<file path="config.mk">
export PLATFORM = sky130hd
export DESIGN_NAME = bip_prog_loader
export DESIGN_NICKNAME = d
export VERILOG_FILES = /design/src/rtl/bip_pkg.sv /design/src/rtl/bip_prog_loader.sv
export SDC_FILE = /design/constraint.sdc
export NUM_CORES = 1
export LEC_CHECK = 0
export BUFFER_PORTS_ARGS = -buffer_cell sky130_fd_sc_hd__buf_4
export CAP_MARGIN = 20
export CORE_AREA = 4 4 117 74
export DETAILED_ROUTE_END_ITERATION = 8
export DIE_AREA = 0 0 121 78
export GPL_ROUTABILITY_DRIVEN = 0
export PLACE_DENSITY = 0.59
export SYNTH_ARGS = -nofsm -noshare
export SYNTH_HDL_FRONTEND = slang
export SYNTH_SLANG_ARGS = --single-unit
</file>
<file path="constraint.sdc">
create_clock -name i_clock -period 3.95 [get_ports i_clock]
set_input_delay 0 -clock i_clock [delete_from_list [all_inputs] [get_ports i_clock]]
set_output_delay 0 -clock i_clock [all_outputs]
set_load 0.05 [all_outputs]
</file>
<file path="src/rtl/bip_pkg.sv">
// Shared BIP definitions: instruction field widths, HLT opcode, loader start byte, loader FSM states.
// The CHECK state exists only when BIP_LOADER_CHECKSUM_EN is defined.
package bip_pkg;
  localparam int                   NB_OPCODE  = 5;
  localparam int                   NB_OPERAND = 11;
  localparam logic [NB_OPCODE-1:0] HLT_OPCODE = 5'b00000;
  localparam logic [7:0]           START_BYTE = 8'h55;

  typedef enum logic [2:0] {
    S_IDLE    = 3'd0,
    S_LOAD_LO = 3'd1,
    S_LOAD_HI = 3'd2,
    S_WRITE   = 3'd3,
    S_DONE    = 3'd4
`ifdef BIP_LOADER_CHECKSUM_EN
    ,
    S_CHECK   = 3'd5
`endif
  } loader_state_t;

  function automatic logic is_hlt(input logic [NB_OPCODE-1:0] opcode);
    return opcode == HLT_OPCODE;
  endfunction
endpackage

</file>
<file path="src/rtl/bip_prog_loader.sv">
// BIP program loader: assembles UART bytes into instructions, writes program memory and holds
// the core in reset until HLT is stored. Optional trailing checksum byte: BIP_LOADER_CHECKSUM_EN.
module bip_prog_loader #(
  parameter int                 NB_BYTE    = 8,
  parameter int                 NB_INSTR   = bip_pkg::NB_OPCODE + bip_pkg::NB_OPERAND,
  parameter int                 NB_ADDR    = 11,
  parameter int                 NB_OPCODE  = bip_pkg::NB_OPCODE,
  parameter logic [NB_BYTE-1:0] START_BYTE = bip_pkg::START_BYTE
) (
  input  logic                i_clock,
  input  logic                i_reset,
  input  logic [NB_BYTE-1:0]  i_rx_data,
  input  logic                i_rx_valid,
  output logic [NB_ADDR-1:0]  o_pmem_addr,
  output logic [NB_INSTR-1:0] o_pmem_data,
  output logic                o_pmem_we,
  output logic                o_cpu_reset,
  output logic                o_cpu_enable,
  output logic                o_loading,
  output logic                o_overflow,
  output logic [NB_ADDR:0]    o_word_count
`ifdef BIP_LOADER_CHECKSUM_EN
  ,
  output logic                o_chk_error
`endif
);
  import bip_pkg::*;

  localparam logic [NB_ADDR-1:0] ADDR_LAST = {NB_ADDR{1'b1}};
  localparam logic [NB_ADDR-1:0] ADDR_ONE  = {{(NB_ADDR-1){1'b0}}, 1'b1};
  localparam logic [NB_ADDR:0]   CNT_ONE   = {{NB_ADDR{1'b0}}, 1'b1};

  loader_state_t       state_r, state_s;
  logic [NB_ADDR-1:0]  addr_r, addr_s;
  logic [NB_INSTR-1:0] instr_r, instr_s;
  logic [NB_ADDR:0]    count_r, count_s;
  logic                we_r, we_s;
  logic                cpu_reset_r, cpu_reset_s;
  logic                cpu_enable_r, cpu_enable_s;
  logic                loading_r, loading_s;
  logic                overflow_r, overflow_s;
  logic                start_s;
  logic                hold_s;
  logic                release_s;
`ifdef BIP_LOADER_CHECKSUM_EN
  logic [NB_BYTE-1:0]  csum_r, csum_s;
  logic                chk_error_r, chk_error_s;
`endif

  // Next-state, datapath and output decode.
  always_comb begin
    state_s    = state_r;
    addr_s     = addr_r;
    instr_s    = instr_r;
    count_s    = count_r;
    overflow_s = overflow_r;
    we_s       = 1'b0;
`ifdef BIP_LOADER_CHECKSUM_EN
    csum_s      = csum_r;
    chk_error_s = chk_error_r;
    hold_s      = overflow_r | chk_error_r;
`else
    hold_s      = overflow_r;
`endif
    start_s = i_rx_valid && (i_rx_data == START_BYTE);

    case (state_r)
      S_IDLE: begin
        addr_s     = {NB_ADDR{1'b0}};
        count_s    = {(NB_ADDR+1){1'b0}};
        overflow_s = 1'b0;
`ifdef BIP_LOADER_CHECKSUM_EN
        csum_s      = {NB_BYTE{1'b0}};
        chk_error_s = 1'b0;
`endif
        if (start_s) state_s = S_LOAD_LO;
        else         state_s = S_IDLE;
      end
      S_LOAD_LO: begin
        if (i_rx_valid) begin
          instr_s[NB_BYTE-1:0] = i_rx_data;
`ifdef BIP_LOADER_CHECKSUM_EN
          csum_s = csum_r ^ i_rx_data;
`endif
          state_s = S_LOAD_HI;
        end else begin
          state_s = S_LOAD_LO;
        end
      end
      S_LOAD_HI: begin
        if (i_rx_valid) begin
          instr_s[NB_INSTR-1:NB_BYTE] = i_rx_data;
`ifdef BIP_LOADER_CHECKSUM_EN
          csum_s = csum_r ^ i_rx_data;
`endif
          we_s    = 1'b1;
          count_s = count_r + CNT_ONE;
          state_s = S_WRITE;
        end else begin
          state_s = S_LOAD_HI;
        end
      end
      S_WRITE: begin
        // Any byte arriving here is dropped.
        if (is_hlt(instr_r[NB_INSTR-1 -: NB_OPCODE])) begin
`ifdef BIP_LOADER_CHECKSUM_EN
          state_s = S_CHECK;
`else
          state_s = S_DONE;
`endif
        end else if (addr_r == ADDR_LAST) begin
          overflow_s = 1'b1;
          state_s    = S_DONE;
        end else begin
          addr_s  = addr_r + ADDR_ONE;
          state_s = S_LOAD_LO;
        end
      end
`ifdef BIP_LOADER_CHECKSUM_EN
      S_CHECK: begin
        if (i_rx_valid) begin
          chk_error_s = (i_rx_data != csum_r);
          state_s     = S_DONE;
        end else begin
          state_s = S_CHECK;
        end
      end
`endif
      S_DONE: begin
        if (start_s) begin
          addr_s     = {NB_ADDR{1'b0}};
          count_s    = {(NB_ADDR+1){1'b0}};
          overflow_s = 1'b0;
`ifdef BIP_LOADER_CHECKSUM_EN
          csum_s      = {NB_BYTE{1'b0}};
          chk_error_s = 1'b0;
`endif
          state_s = S_LOAD_LO;
        end else begin
          state_s = S_DONE;
        end
      end
      default: state_s = S_IDLE;
    endcase

    // The core leaves reset after the first DONE cycle and runs one cycle after that.
    release_s    = (state_r == S_DONE) && (state_s == S_DONE) && !hold_s;
    cpu_reset_s  = !release_s;
    cpu_enable_s = release_s && !cpu_reset_r;
    loading_s    = (state_s == S_LOAD_LO) || (state_s == S_LOAD_HI) || (state_s == S_WRITE);
  end

  // State and output registers; asynchronous reset returns to idle with the core held.
  always_ff @(posedge i_clock or negedge i_reset) begin
    if (!i_reset) begin
      state_r      <= S_IDLE;
      addr_r       <= {NB_ADDR{1'b0}};
      instr_r      <= {NB_INSTR{1'b0}};
      count_r      <= {(NB_ADDR+1){1'b0}};
      we_r         <= 1'b0;
      cpu_reset_r  <= 1'b1;
      cpu_enable_r <= 1'b0;
      loading_r    <= 1'b0;
      overflow_r   <= 1'b0;
`ifdef BIP_LOADER_CHECKSUM_EN
      csum_r       <= {NB_BYTE{1'b0}};
      chk_error_r  <= 1'b0;
`endif
    end else begin
      state_r      <= state_s;
      addr_r       <= addr_s;
      instr_r      <= instr_s;
      count_r      <= count_s;
      we_r         <= we_s;
      cpu_reset_r  <= cpu_reset_s;
      cpu_enable_r <= cpu_enable_s;
      loading_r    <= loading_s;
      overflow_r   <= overflow_s;
`ifdef BIP_LOADER_CHECKSUM_EN
      csum_r       <= csum_s;
      chk_error_r  <= chk_error_s;
`endif
    end
  end

  assign o_pmem_addr  = addr_r;
  assign o_pmem_data  = instr_r;
  assign o_pmem_we    = we_r;
  assign o_cpu_reset  = cpu_reset_r;
  assign o_cpu_enable = cpu_enable_r;
  assign o_loading    = loading_r;
  assign o_overflow   = overflow_r;
  assign o_word_count = count_r;
`ifdef BIP_LOADER_CHECKSUM_EN
  assign o_chk_error  = chk_error_r;
`endif
endmodule

</file>
==> run metrics, run 1 <==
crit path launch type primary input; RSZ-0062 raised after global routing no; endpoints failing hold 0; Leak Pwr about 1.3 nW; crit-path max cell delay approximately 0.53 ns; DRC 0; clk root buf clkbuf_16; HP Class primary input to register; most frequent cells in the layout buf_4 (56), dfrtp_1 (46), nor2_1 (19), mux2_2 (18), a21oi_1 (11); Initial Util 0.291; reg-to-reg endpoint o_pmem_addr[3]; Worst Tran Pin Value 0.917 ns; max_cap viols 0; worst flop-to-flop path startpoint state_r[0]; number of synthesized flops with an enable pin 0; Rows 25; initial antenna violation count 0; initial DRC count between 70 and 80; Seq/Total Area, Yosys 0.528; Main synth FF type dfrtp_1; worst IR drop on VDD ~390 µV; CP Capture Type register; Critical Path End o_pmem_addr[5]; setup tns final 0 ns; vias in the first global route roughly 1800; first-pass GRT wire length between 9 and 10 mm; Total Die Area between 9000 and 10000 µm²; detailed-placement wirelength estimate around 4.0 mm; # diodes 0; final instance area about 3000 µm²; Synth top area share 0.517; crit path max-delay cell type dlygate4sd3_1; R2R setup slack roughly 1.7 ns; Die W around 120 µm; Clock transition at path regs around 0.070 ns; CP arrival 2.48 ns; FFs w/ async S/R, synth 1.00; commonest non-fill, non-tap cell in the layout buf_4; largest net degree at the start of global routing 48; Port Buf Inserts 54; detailed-route wire length 5.53 mm; Final ANT Viol Nets 0; Slew Limit Fails 0; cts hold-fix bufs 9; f_max 0.440 GHz; area added between synthesis and finish 33.9%; crit share post-route 0.575; syn avg cell area 11.3 µm²; Slew HR 0.385; post_cts resized 0; Seq cells post-synth 47; WS Path Type primary input to register; post-CTS setup buffers 0; min cycle time layout around 2.3 ns; via count between 1500 and 2000; synth unique cells 42; Area contributors post-synth dfrtp_1 (52%), mux2_2 (9.1%), nor2_1 (3.2%), xor2_1 (3.1%), o2111ai_1 (2.8%); GRT overflow 0; CTS tree done; run status complete, no violations; critical-path cell list dlygate4sd3_1, buf_4, nor4bb_1, and4bb_4, o31ai_2, or4_1, a21oi_1; Syn Inst Count 198; CTS sink count between 40 and 50; # setup viols final 0; Die H approximately 78 µm; Req. time, crit path ~4.2 ns; vias per inst roughly 4.9; Clock Skew about 0.0028 ns; Critical Path Fanout Max 16; share of cells above drive strength 1 0.331; DP Area about 2700 µm²; NumNets Final between 200 and 300; Yosys top cell by area dfrtp_1; maximum root-to-sink buffer count 2; worst setup path startpoint i_rx_data[5]; WL per Instance roughly 15 µm; Mapped Area about 2200 µm²; number of buffers created by CTS 5; worst skew pair latency around 0.28 ns; GRT Overall Usage 0.124; worst reg-to-reg path cell count 5; Pwr Density around 700 nW/µm²; IO Count 55; Core ar. 7660 µm²; first drt pass iteration count 4; syn nets ~210; H-tree levels 2; Yosys Warn Count 0
==> routing by layer <==
metal,up-vias,part of all wire,GRT usage
met2,48,0.40,0.163
met3,5,0.056,0.0350
li1,872,-,-
met5,-,0,0
met4,0,0.010,0.0407
met1,877,0.53,0.189
==> how the worst min path moves through the flow <==
stage	startpoint	to	slack [ns]	cells past startpoint
final	i_rx_valid	state_r[1]	0.06	3
after global routing	i_rx_valid	state_r[1]	0.06	3
after CTS	i_rx_valid	state_r[1]	0.05	3
after detailed placement	i_reset	o_pmem_addr[5]	0.06	1
after global placement	i_reset	o_pmem_addr[1]	0.06	1
after floorplan	i_reset	o_cpu_enable	-0.30	0
==> Yosys cell counts, drive strengths merged, types with 3 or more instances <==
library cell  number
or4                6
o21ai              7
nor3               3
a21oi             11
mux2              18
nand2             10
clkbuf             3
o2111ai            7
nor2              19
buf                5
dfrtp             46
inv                6
nand4              3
o31ai              6
xor2               8
nand3b             4
==> state kept, by name, indices dropped and copies added, names as in the netlist <==
register / flops
o_overflow: 1
o_word_count: 12
o_pmem_data: 16
o_pmem_addr: 11
o_cpu_enable: 1
o_cpu_reset: 1
o_pmem_we: 1
state_r: 3
o_loading: 1
==> critical path: cells and delay by family <==
kind                   cells  cell delay (ns)
buffers and inverters      2             0.67
AND/OR/NAND/NOR            3             1.43
AO/OA/AOI/OAI              2             0.37
==> where the power goes <==
group | switching, mW | internal [mW] | leakage [nW]
Combinational | 0.626 | 0.301 | 0.621
Sequential | 0.0970 | 0.598 | 0.613
Clock | 0.185 | 0.233 | 0.0658
==> kinds of logic (layout without fill, tap and decap cells) <==
logic type               after synthesis  in the layout  synth area share
buffers and inverters                 14             79            0.0292
adder cells (fa/ha/maj)                2              2            0.0112
flip-flops                            47             47             0.528
XOR/XNOR                               9              9            0.0354
multiplexers                          18             18            0.0910
AND/OR/NAND/NOR                       65             65             0.170
AO/OA/AOI/OAI                         43             43             0.135
==> cell type report <==
type / instances / area (µm²)
clock inverter: 3 / 20.0
timing repair buffer: 65 / 510
fill: 773 / 4680
clock buffer: 5 / 125
sequential: 47 / 1180
multi-input combinational: 137 / 992
inverter: 6 / 22.5
tap: 108 / 135
==> metrics by stage <==
step	worst slack (ns)	instances	power, mW	hold slack, ns	utilization
after detailed placement	1.70	354	1.63	0.0631	0.359
after CTS	1.68	371	2.07	0.0489	0.389
final	1.68	371	2.04	0.0595	0.389
after global routing	1.44	371	2.15	0.0623	0.389
after global placement	1.79	354	1.62	0.0611	0.359
after floorplan	1.82	198	1.35	-0.296	-
Note: power is estimated with default switching activity, not from simulation.
==> run 2: changes to the inputs <==
- PLACE_DENSITY: 0.59 -> 0.61
- clock period: 3.95 -> 2 ns (I/O delays scaled with it)
==> run metrics, run 2 (synthesized netlist as in run 1, its figures left out) <==
cell family with most CP delay buffers and inverters; # diodes 0; Die W 121 µm; critical-path cell list dlygate4sd3_1, buf_4, nor4bb_2, buf_4, and4bb_4, o31ai_2, buf_6, or4_1, a21oi_2; Final Util 0.414; WS Path Type primary input to register; Clock transition at path regs approximately 0.070 ns; placed cells ~370; vias in the first global route a little under 2000; Req. time, crit path 2.22 ns; WL per Instance 15.2 µm; most frequent cells in the layout buf_4 (71), dfrtp_1 (44), nor2_1 (19), mux2_2 (18), nand2_1 (10); crit-path max cell delay approximately 0.52 ns; fillers ~750; Clock Skew about 0.011 ns; Die H about 78 µm; area added between synthesis and finish 42.4%; largest net degree at the start of global routing between 40 and 50; multi-input gate area in the final layout between 1000 and 1500 µm²; worst skew pair latency 0.30 ns; NumNets Final about 290; Pwr Density approximately 1300 nW/µm²; worst IR drop on VDD roughly 850 µV; worst path buffer plus inverter count 4; initial antenna violation count 0; crit path max-delay cell type dlygate4sd3_1; IO Count 55; H-tree levels 2; Hold Slack 0.0406 ns; Total Die Area around 9400 µm²; setup tns final 0 ns; Critical Path Fanout Max 16; number of buffers created by CTS 5; # setup viols final 0; max_cap viols 0; maximum root-to-sink buffer count 2; crit-path most repeated cell buf_4; share of cells above drive strength 1 0.399; CP Capture Type register; min cycle time layout between 1.5 and 2 ns; GRT Overall Usage 0.135; fin cells 389; RSZ-0062 raised after global routing yes; crit path launch type primary input; R2R setup slack 0.10 ns; first drt pass iteration count 4; Leak Pwr about 1.4 nW; CTS sink count 47; detailed-route wire length between 5 and 6 mm; Slew HR 0.586; detailed-placement wirelength estimate approximately 4.3 mm; initial DRC count slightly above 100; Rows 25; CP arrival approximately 2.1 ns; max reg flops 16; clk root buf clkbuf_16; commonest non-fill, non-tap cell in the layout buf_4; Initial Util 0.291; final instance area approximately 3200 µm²; Reg area about 1200 µm²; vias per inst 4.87; first-pass GRT wire length between 10 and 15 mm; Final ANT Viol Nets 0; Port Buf Inserts 54; Worst Tran Pin Value just over 0.6 ns; DP Area 2900 µm²; CTS tree done; via count about 1900; f_max 0.523 GHz; run status complete, no violations; GRT overflow 0; DRC 0; crit share post-route 0.955; Slew Limit Fails 0; HP Class primary input to register; endpoints failing hold 0; Core ar. 7660 µm²
## run 2: through the flow
step	worst slack, ns	power [mW]
floorplan	0.00845	2.67
global placement	0.139	3.37
detailed placement	0.100	3.39
CTS	0.0530	4.30
global route	-0.0369	4.52
finish	0.0898	4.28
## run 2: worst paths after layout
| kind | from | end | cells past startpoint |
|---|---|---|---|
| worst max-delay path | i_rx_data[2] | o_pmem_addr[3] | 9 |
| worst min-delay path | i_rx_valid | state_r[1] | 3 |
| worst min register to register | o_pmem_data[3] | o_pmem_data[3] | 1 |
| max in group asynchronous | i_reset | o_pmem_addr[0] | 2 |
| min in group asynchronous | i_reset | o_pmem_addr[6] | 2 |
| worst max register to register | state_r[1] | o_pmem_addr[3] | 6 |
## run 2: layout make-up
class,count,area share
multi-input cells,137,0.320
inverters,6,0.00710
clock inverters,2,0.00513
clock buffers,6,0.0438
repair buffers,83,0.210
flip-flops and latches,47,0.372
well taps,108,0.0426
## run 2: per-layer routing
layer,up-vias,GRT usage,share of wire
met5,-,0,0
met4,0,0.0339,0.0047
met3,4,0.0437,0.063
met2,49,0.192,0.43
met1,930,0.196,0.51
li1,910,-,-
## run 2: what timing repair did
action,CTS,global route
endpoints found under the hold margin,62,0
hold buffers,9,0
setup buffers,0,0
resized for setup,0,7
endpoints found under the setup margin,0,5
## run 2: power by group
group	leakage (nW)	switching (mW)	internal, mW
registers	0.610	0.145	1.18
clock network	0.0731	0.383	0.500
logic	0.720	1.33	0.737
total	1.40	1.86	2.42
## run 2: worst reg2reg max path, cell delays in order (launching register included)
cell	delay, ns
dfrtp_1	0.37
or2_1	0.25
and4bb_4	0.33
o31ai_2	0.07
buf_6	0.15
or4_1	0.50
a21oi_2	0.15
